`config.mk`:
```
export PLATFORM = sky130hd
export DESIGN_NAME = alu_issue_unit
export DESIGN_NICKNAME = d
export VERILOG_FILES = /design/src/rtl/alu_issue_unit_pkg.sv /design/src/rtl/alu_issue_unit.sv
export SDC_FILE = /design/constraint.sdc
export NUM_CORES = 1
export LEC_CHECK = 0
export ABC_AREA = 1
export CAP_MARGIN = 0
export CORE_MARGIN = 4
export CORE_UTILIZATION = 44
export CTS_CLUSTER_SIZE = 28
export DETAILED_ROUTE_END_ITERATION = 12
export PLACE_DENSITY_LB_ADDON = 0.05
export REMOVE_ABC_BUFFERS = 1
export SLEW_MARGIN = 20
export SYNTH_ARGS = -nofsm -noshare
export SYNTH_HDL_FRONTEND = slang
export SYNTH_SLANG_ARGS = --single-unit
```
`constraint.sdc`:
```
create_clock -name clk -period 1.9 [get_ports clk]
set_input_delay 0.38 -clock clk [delete_from_list [all_inputs] [get_ports clk]]
set_output_delay 0.38 -clock clk [all_outputs]
set_load 0.005 [all_outputs]
```
`src/rtl/alu_issue_unit_pkg.sv`:
```
// alu_issue_unit_pkg
//   Shared types for the ALU issue path in the frost32 execute stage.
//   - Port structs for the external combinational Alu (port_in_alu_t/port_out_alu_t).
//   - Request/response bundles for the issue unit.
//   - Operation encodings and FSM state constants.
//   - is_reserved_oper(): flags encodings the Alu does not implement.
package alu_issue_unit_pkg;

   localparam int ALU_WIDTH      = 32;
   localparam int ALU_OPER_WIDTH = 4;
   localparam int ALU_TAG_WIDTH  = 5;

   localparam logic [3:0] OPER_ADD  = 4'd0;
   localparam logic [3:0] OPER_SUB  = 4'd1;
   localparam logic [3:0] OPER_SLTU = 4'd2;
   localparam logic [3:0] OPER_SLTS = 4'd3;
   localparam logic [3:0] OPER_SGTU = 4'd4;
   localparam logic [3:0] OPER_SGTS = 4'd5;
   localparam logic [3:0] OPER_ANDN = 4'd6;
   localparam logic [3:0] OPER_AND  = 4'd7;
   localparam logic [3:0] OPER_OR   = 4'd8;
   localparam logic [3:0] OPER_XOR  = 4'd9;
   localparam logic [3:0] OPER_NOR  = 4'd10;
   localparam logic [3:0] OPER_LSL  = 4'd11;
   localparam logic [3:0] OPER_LSR  = 4'd12;
   localparam logic [3:0] OPER_ASR  = 4'd13;
   localparam logic [3:0] OPER_ORN  = 4'd14;
   localparam logic [3:0] OPER_NAND = 4'd15;

   // Issue FSM states
   localparam logic [1:0] ST_IDLE = 2'd0;
   localparam logic [1:0] ST_EXEC = 2'd1;
   localparam logic [1:0] ST_RESP = 2'd2;

   typedef struct packed {
      logic [ALU_OPER_WIDTH-1:0] oper;
      logic [ALU_WIDTH-1:0]      a;
      logic [ALU_WIDTH-1:0]      b;
   } port_in_alu_t;

   typedef struct packed {
      logic [ALU_WIDTH-1:0] data;
   } port_out_alu_t;

   typedef struct packed {
      logic [ALU_OPER_WIDTH-1:0] oper;
      logic [ALU_WIDTH-1:0]      a;
      logic [ALU_WIDTH-1:0]      b;
      logic [ALU_TAG_WIDTH-1:0]  tag;
   } port_in_alu_req_t;

   typedef struct packed {
      logic [ALU_WIDTH-1:0]     data;
      logic [ALU_TAG_WIDTH-1:0] tag;
      logic                     illegal;
   } port_out_alu_rsp_t;

   // Encodings with no Alu implementation; the unit answers these itself.
   function automatic logic is_reserved_oper(input logic [ALU_OPER_WIDTH-1:0] oper);
      case (oper)
         OPER_SGTU, OPER_SGTS, OPER_ANDN, OPER_ORN, OPER_NAND: return 1'b1;
         default:                                              return 1'b0;
      endcase
   endfunction

endpackage

```
`src/rtl/alu_issue_unit.sv`:
```
// alu_issue_unit
//   Initiator side of the Alu interface. Accepts decoded ALU requests, drives
//   the external combinational Alu, holds its inputs for SETTLE_CYCLES and
//   registers the result into a tagged response for writeback.
//
// Ports
//   clk, rst_n         core clock, asynchronous active-low reset
//   flush              synchronous pipeline flush, drops any in-flight op
//   req_valid/ready    request handshake; req_oper/req_a/req_b/req_tag payload
//   alu_in             {oper,a,b} to the Alu instance, changes only on accept
//   alu_out            result from the Alu instance
//   rsp_valid/ready    response handshake; rsp_data/rsp_tag/rsp_illegal payload
//   ops_done           retired response count, wraps
//   dbg_state          current FSM state (ST_* constants)
//
// Handshake rule (both channels): a transfer happens on a rising edge where
// valid and ready are both high. A producer holding valid keeps its payload
// stable until that edge; ready may depend combinationally on the consumer's
// ready (req_ready follows rsp_ready in RESP) but never on valid.
module alu_issue_unit
   import alu_issue_unit_pkg::*;
#(
   parameter int WIDTH         = ALU_WIDTH,
   parameter int OPER_WIDTH    = ALU_OPER_WIDTH,
   parameter int TAG_WIDTH     = ALU_TAG_WIDTH,
   parameter int SETTLE_CYCLES = 1
) (
   input  logic                  clk,
   input  logic                  rst_n,
   input  logic                  flush,
   input  logic                  req_valid,
   output logic                  req_ready,
   input  logic [OPER_WIDTH-1:0] req_oper,
   input  logic [WIDTH-1:0]      req_a,
   input  logic [WIDTH-1:0]      req_b,
   input  logic [TAG_WIDTH-1:0]  req_tag,
   output port_in_alu_t          alu_in,
   input  port_out_alu_t         alu_out,
   output logic                  rsp_valid,
   input  logic                  rsp_ready,
   output logic [WIDTH-1:0]      rsp_data,
   output logic [TAG_WIDTH-1:0]  rsp_tag,
   output logic                  rsp_illegal,
   output logic [31:0]           ops_done,
   output logic [1:0]            dbg_state
);

   localparam logic [3:0] CNT_INIT = 4'(SETTLE_CYCLES - 1);

   logic [1:0]           state;
   logic [3:0]           cnt;
   logic [TAG_WIDTH-1:0] tag_q;
   port_out_alu_rsp_t    rsp_q;
   logic                 rsp_valid_q;
   logic [31:0]          ops_q;
   port_in_alu_req_t     req;
   logic                 accept;
   logic                 handshake;

   assign req = '{oper: req_oper, a: req_a, b: req_b, tag: req_tag};

   // Ready is forced low while reset is held and during a flush cycle, so no
   // transfer is ever advertised that the FSM would then discard.
   always_comb begin
      req_ready = 1'b0;
      case (state)
         ST_IDLE: req_ready = 1'b1;
         ST_RESP: req_ready = rsp_ready;
         default: req_ready = 1'b0;
      endcase
      req_ready = req_ready && rst_n && !flush;
   end

   assign accept    = req_valid && req_ready;
   assign handshake = rsp_valid_q && rsp_ready;

   always_ff @(posedge clk or negedge rst_n) begin
      if (!rst_n) begin
         state       <= ST_IDLE;
         cnt         <= '0;
         tag_q       <= '0;
         alu_in      <= '0;
         rsp_q       <= '0;
         rsp_valid_q <= 1'b0;
         ops_q       <= '0;
      end else if (flush) begin
         // Alu inputs and last response payload are deliberately left alone.
         state       <= ST_IDLE;
         rsp_valid_q <= 1'b0;
      end else begin
         if (accept) begin
            // Taken from IDLE, or from RESP in the same edge as the response
            // handshake (back-to-back issue).
            alu_in <= '{oper: req.oper, a: req.a, b: req.b};
            tag_q  <= req.tag;
            cnt    <= CNT_INIT;
            if (is_reserved_oper(req.oper)) begin
               state       <= ST_RESP;
               rsp_valid_q <= 1'b1;
               rsp_q       <= '{data: '0, tag: req.tag, illegal: 1'b1};
            end else begin
               state       <= ST_EXEC;
               rsp_valid_q <= 1'b0;
            end
         end else begin
            case (state)
               ST_EXEC: begin
                  if (cnt == 4'd0) begin
                     rsp_q       <= '{data: alu_out.data, tag: tag_q, illegal: 1'b0};
                     rsp_valid_q <= 1'b1;
                     state       <= ST_RESP;
                  end else begin
                     cnt <= cnt - 4'd1;
                  end
               end
               ST_RESP: begin
                  if (handshake) begin
                     rsp_valid_q <= 1'b0;
                     state       <= ST_IDLE;
                  end
               end
               default: state <= ST_IDLE;
            endcase
         end
         if (handshake) begin
            ops_q <= ops_q + 32'd1;
         end
      end
   end

   assign rsp_valid   = rsp_valid_q;
   assign rsp_data    = rsp_q.data;
   assign rsp_tag     = rsp_q.tag;
   assign rsp_illegal = rsp_q.illegal;
   assign ops_done    = ops_q;
   assign dbg_state   = state;

endmodule

```
=== Yosys cells after proc, flatten, opt, wreduce, memory -nomap -nowiden ===
Index checks and enable logic that the tools add are counted.

* Add/sub/neg operators: 2
* Eq/ne operators: 11
* Mux-type cells: 23
* Bitwise logic cells: 1
* Reduce and logical (&&, ||, !) cells: 17

{| class="wikitable"
|+ Operator list
! cell !! count
|-
| $mux W38 || 4
|-
| $add A32 B1 Y32 const B || 1
|-
| $eq A4 B3 Y1 const B || 3
|-
| $mux W4 || 3
|-
| $mux W2 || 5
|-
| $eq A4 B4 Y1 const B || 2
|-
| $mux W1 || 8
|-
| $ne A4 B4 Y1 const B || 2
|-
| $reduce_and A2 Y1 || 3
|-
| $reduce_and A3 Y1 || 2
|-
| $reduce_or A5 Y1 || 1
|-
| $logic_and A1 B1 Y1 || 4
|-
| $logic_not A4 Y1 || 1
|-
| $pmux W1 S2 || 2
|-
| $pmux W2 S2 || 1
|-
| $reduce_and A4 Y1 || 1
|-
| $reduce_bool A2 Y1 || 2
|-
| $reduce_bool A4 Y1 || 1
|-
| $sub A4 B1 Y4 const B || 1
|-
| $eq A2 B1 Y1 const B || 1
|-
| $eq A2 B2 Y1 const B || 1
|-
| $logic_not A2 Y1 || 1
|-
| $ne A2 B1 Y1 const B || 1
|-
| $ne A2 B2 Y1 const B || 1
|-
| other kinds (2) || 2
|}

* Register bits: 150
* Output and inout port bits: 142
* Word-level logic and storage cells: 65

=== Logic depth before layout (Yosys ltp) ===
* Depth in word-level cells: 10
* Gate-level depth with buffers: 12

=== Worst setup path after synthesis ===
No wires, ideal clock.

* Kind: register to register
* Start point: register state[0] (netlist: dbg_state[0])
* End point: register rsp_q (netlist bit rsp_data[27])
* Library setup time: 130 ps
* Arrival: 1506 ps
* Data required time: 1770 ps
* Setup slack: 263 ps
* Stages on the path, launching flop included: 12
* Clock period less this slack: 1637 ps
* Cell sequence: dfrtp_1 -> inv_1 -> ha_1 -> nand2_1 -> nand2_1 -> nand3_2 -> buf_6 -> a21oi_4 -> nand2_4 -> buf_6 -> nand2_1 -> o21ai_1

* Longest elaborated chain between the ends: 7
* Elaborated cells between the ends (all ways): 12

{| class="wikitable"
|+ RTL lines
! element !! RTL line !! RTL
|-
| from (decl) || alu_issue_unit.sv:50 || <nowiki>logic [1:0] state;</nowiki>
|-
| from (signal assigned) || alu_issue_unit.sv:79 || <nowiki>state <= ST_IDLE;</nowiki>
|-
| from (signal assigned) || alu_issue_unit.sv:88 || <nowiki>state <= ST_IDLE;</nowiki>
|-
| from (signal assigned) || alu_issue_unit.sv:98 || <nowiki>state <= ST_RESP;</nowiki>
|-
| $eq A2 B2 Y1 / $logic_not A2 Y1 (equally long branches) || alu_issue_unit.sv:66 || <nowiki>case (state)</nowiki>
|-
| $pmux W1 S2 || alu_issue_unit.sv:66 ||
|-
| $logic_and A1 B1 Y1 (2 in series) || alu_issue_unit.sv:71 || <nowiki>req_ready = req_ready && rst_n && !flush;</nowiki>
|-
| $logic_and A1 B1 Y1 || alu_issue_unit.sv:74 || <nowiki>assign accept = req_valid && req_ready;</nowiki>
|-
| $ne A2 B1 Y1 (no source line) / $reduce_bool A2 Y1 (equally long branches) || n/a ||
|-
| $reduce_and A4 Y1 (no source line) || n/a ||
|-
| to (signal assigned) || alu_issue_unit.sv:100 || <nowiki>rsp_q <= '{data: '0, tag: req.tag, illegal: 1'b1};</nowiki>
|-
| to (signal assigned) || alu_issue_unit.sv:109 || <nowiki>rsp_q <= '{data: alu_out.data, tag: tag_q, illegal: 1'b0};</nowiki>
|-
| to (decl) || alu_issue_unit.sv:53 || <nowiki>port_out_alu_rsp_t rsp_q;</nowiki>
|}

Several ways; a longest one is shown, not always the timed one.
A chain may end at the register's enable or synchronous reset.

=== Worst setup path in the final report ===
* Start point: register state[1] (netlist: dbg_state[1])
* End point: output req_ready

* Longest elaborated chain between the ends: 4
* Elaborated cells between the ends (all ways): 5

{| class="wikitable"
|+ RTL lines
! element !! RTL line !! RTL
|-
| $eq A2 B2 Y1 / $logic_not A2 Y1 (equally long branches) || alu_issue_unit.sv:66 ||
|-
| $pmux W1 S2 (*) || alu_issue_unit.sv:66 ||
|-
| $logic_and A1 B1 Y1 (*) (2 in series) || alu_issue_unit.sv:71 ||
|-
| to (decl) || alu_issue_unit.sv:32 || <nowiki>output logic req_ready,</nowiki>
|}

Every way passes the cells marked *; elsewhere a longest branch is shown, timed or not.

==> results.md <==
- Yosys top cell area share: 56.4%
- DRT iter0 DRCs: 455
- Placed Cells: 1,254
- DR DRC count: 0
- Maximum clock frequency: 0.546 GHz
- Post-DP Area: 9580 um^2
- Vias: 5,984
- Die Area: 17,200 um^2
- Largest net degree at the start of global routing: 151
- Leak: 4.94 nW
- Crit path kind: reg -> out
- PwrDens: 1070 nW/um^2
- PortBufs: 251
- GPL Wtd Cong: 0.878
- GRT overflow: 0
- First-pass GRT wire length: 28,300 um
- Max Root-Sink Buffers: 2
- Layout Skew: 7.90 ps
- Antenna cell count: 0
- Cell row count: 44
- Leading cell types in the layout, fill and taps excluded: nand2_1 (385), clkdlybuf4s50_1 (248), dfrtp_1 (150), inv_1 (72), nor2_1 (56)
- WP data required: 1520 ps
- Die height: 131 um
- Synth Instances: 813
- Worst skew pair latency: 420 ps
- Avg WL per Cell: 14.1 um
- Detailed Place HPWL: 13,400 um
- Fill cells: 1,212
- Synth area leaders: dfrtp_1 (56%), nand2_1 (22%), inv_1 (4.2%)
- Clock Pin Slew Worst Setup and Hold Paths: 60 ps
- Multi-input logic area: 2480 um^2
- Finished Cell Area: 10,200 um^2
- Vias/cell: 4.64
- Clock sinks: 150
- CTS root buffer: clkbuf_16
- Worst path arrival time: 1450 ps
- H-tree depth: 4
- Final Util: 69.7%
- Area leader, netlist: dfrtp_1
- Status: finished clean
- Final hold violations: 0
- Tightest Hold Check Type: in -> async
- Nets: 1,209
- CP Capture Type: output port
- Layout cells sized above 1: 8.24%
- Initial core utilization: 45.3%
- Actual slew at the worst max-slew pin: 810 ps
- Unrepaired setup endpoints after global routing: true
- Synthesis-to-finish area growth: 53.9%
- Total clock buffers created by CTS: 17
- Netlist cell types: 29
- Most common cell after layout, fill and taps aside: nand2_1
- Final setup vio count: 0
- CP Launch Type: register
- Final period utilization: 96.3%
- IO Pins: 252
- Post-Syn Area: 6660 um^2
- Yosys reg bits: 150
- Post-Layout Cell Count: 1,289
- Rel. slew slack: 46.0%
- Max Cap Viol: 0
- Fin crit period: 1830 ps
- Hold slack: 77.5 ps
- Hold_buf cts: 0
- Worst VDD drop: 0.000633 V
- All-layer global routing usage: 21.3%
- Vias in the first global route: 5,578
- Final TNS setup: 0 ps
- CTS tree: done
- YS warnings: 0
- Die Wd: 131 um
- Core area: 14,700 um^2
- Initial antenna violation count: 0
- Max-slew violations: 0
- Critical path fanouts, max: 3
- Post-route ant nets: 0
- Register area share after synthesis: 56.4%
- WL final: 18,100 um
- Register Area: 3750 um^2
- Pre-antenna DRT Iters: 4
- Synthesized area per cell: 8.19 um^2
[report_power, final]
group	total (mW)	switching, mW	internal, mW
registers	4.44	0.475	3.97
logic	3.10	1.18	1.92
clock network	3.43	1.30	2.13
[metal layers]
metal,vias to the layer above,track usage [%],share of wire (%)
met4,0,8.83,2.9
met5,-,0,0
met3,33,6.91,8.1
met1,2728,27.4,43
met2,201,33.5,46
li1,3022,-,-
[cells in the mapped netlist, drive strengths merged]
cell and n:
xnor2 9, ha 6, xor2 9, clkbuf 3, nand4 8, nand2 388
and2 6, dfrtp 150, nor2 60, nand3 21, nand3b 1, nor3 2
o21ai 47, inv 76, a21oi 3, or2 1, buf 23
[layout make-up]
cell class | count | area share, %
sequential | 150 | 36.6
timing repair buffer | 287 | 28.2
multi-input combinational | 561 | 24.2
clock buffer | 20 | 4.46
inverter | 76 | 2.81
tap | 184 | 2.25
clock inverter | 11 | 1.47
[per-stage QoR]
step           power, mW  worst slack [ps]
3_5_place_dp        7.61              -165
6_report            11.0              69.4
4_1_cts             11.1              5.95
3_3_place_gp        7.56              -142
5_1_grt             11.6             -15.5
2_1_floorplan       5.48             -2070
[final timing paths]
kind,startpoint,endpoint,slack (ps),cells after the start
hold reg to reg,rsp_illegal,rsp_illegal,470,2
min in group clk,rsp_illegal,rsp_illegal,470,2
max in group asynchronous,rst_n,alu_in[30],1190,2
hold / removal,rst_n,cnt[0],80,2
setup reg to reg,dbg_state[0],rsp_data[15],130,13
setup / recovery,dbg_state[1],req_ready,70,7
[kinds of logic after synthesis]
group / count (synthesis) / synth area share [%]
compound gates: 50 / 4.21
xor+xnor: 18 / 2.37
fa+ha+maj: 6 / 1.13
buf+inv: 102 / 6.69
flops: 150 / 56.4
simple gates: 487 / 29.2
[registers in the layout, summed over array words and instances, names as in the netlist]
signal / cells
dbg_state: 2
rsp_valid: 1
rsp_illegal: 1
cnt: 4
rsp_tag: 5
rsp_data: 32
alu_in: 68
ops_done: 32
tag_q: 5
[worst max-delay path, cell delays in order (launching register included)]
cell and delay (ps):
dfrtp_1 400, buf_6 130, ha_4 150, nand2_1 60, nand2_1 60, nand2_1 80, inv_1 40, buf_2 110
[repair_timing]
| action | CTS | global route |
|---|---|---|
| setup buffers | 4 | 0 |
| pin swaps | 1 | 0 |
| resized for setup | 9 | 4 |
| endpoints found under the setup margin | 1 | 69 |
Note: power is estimated with default switching activity, not from simulation.
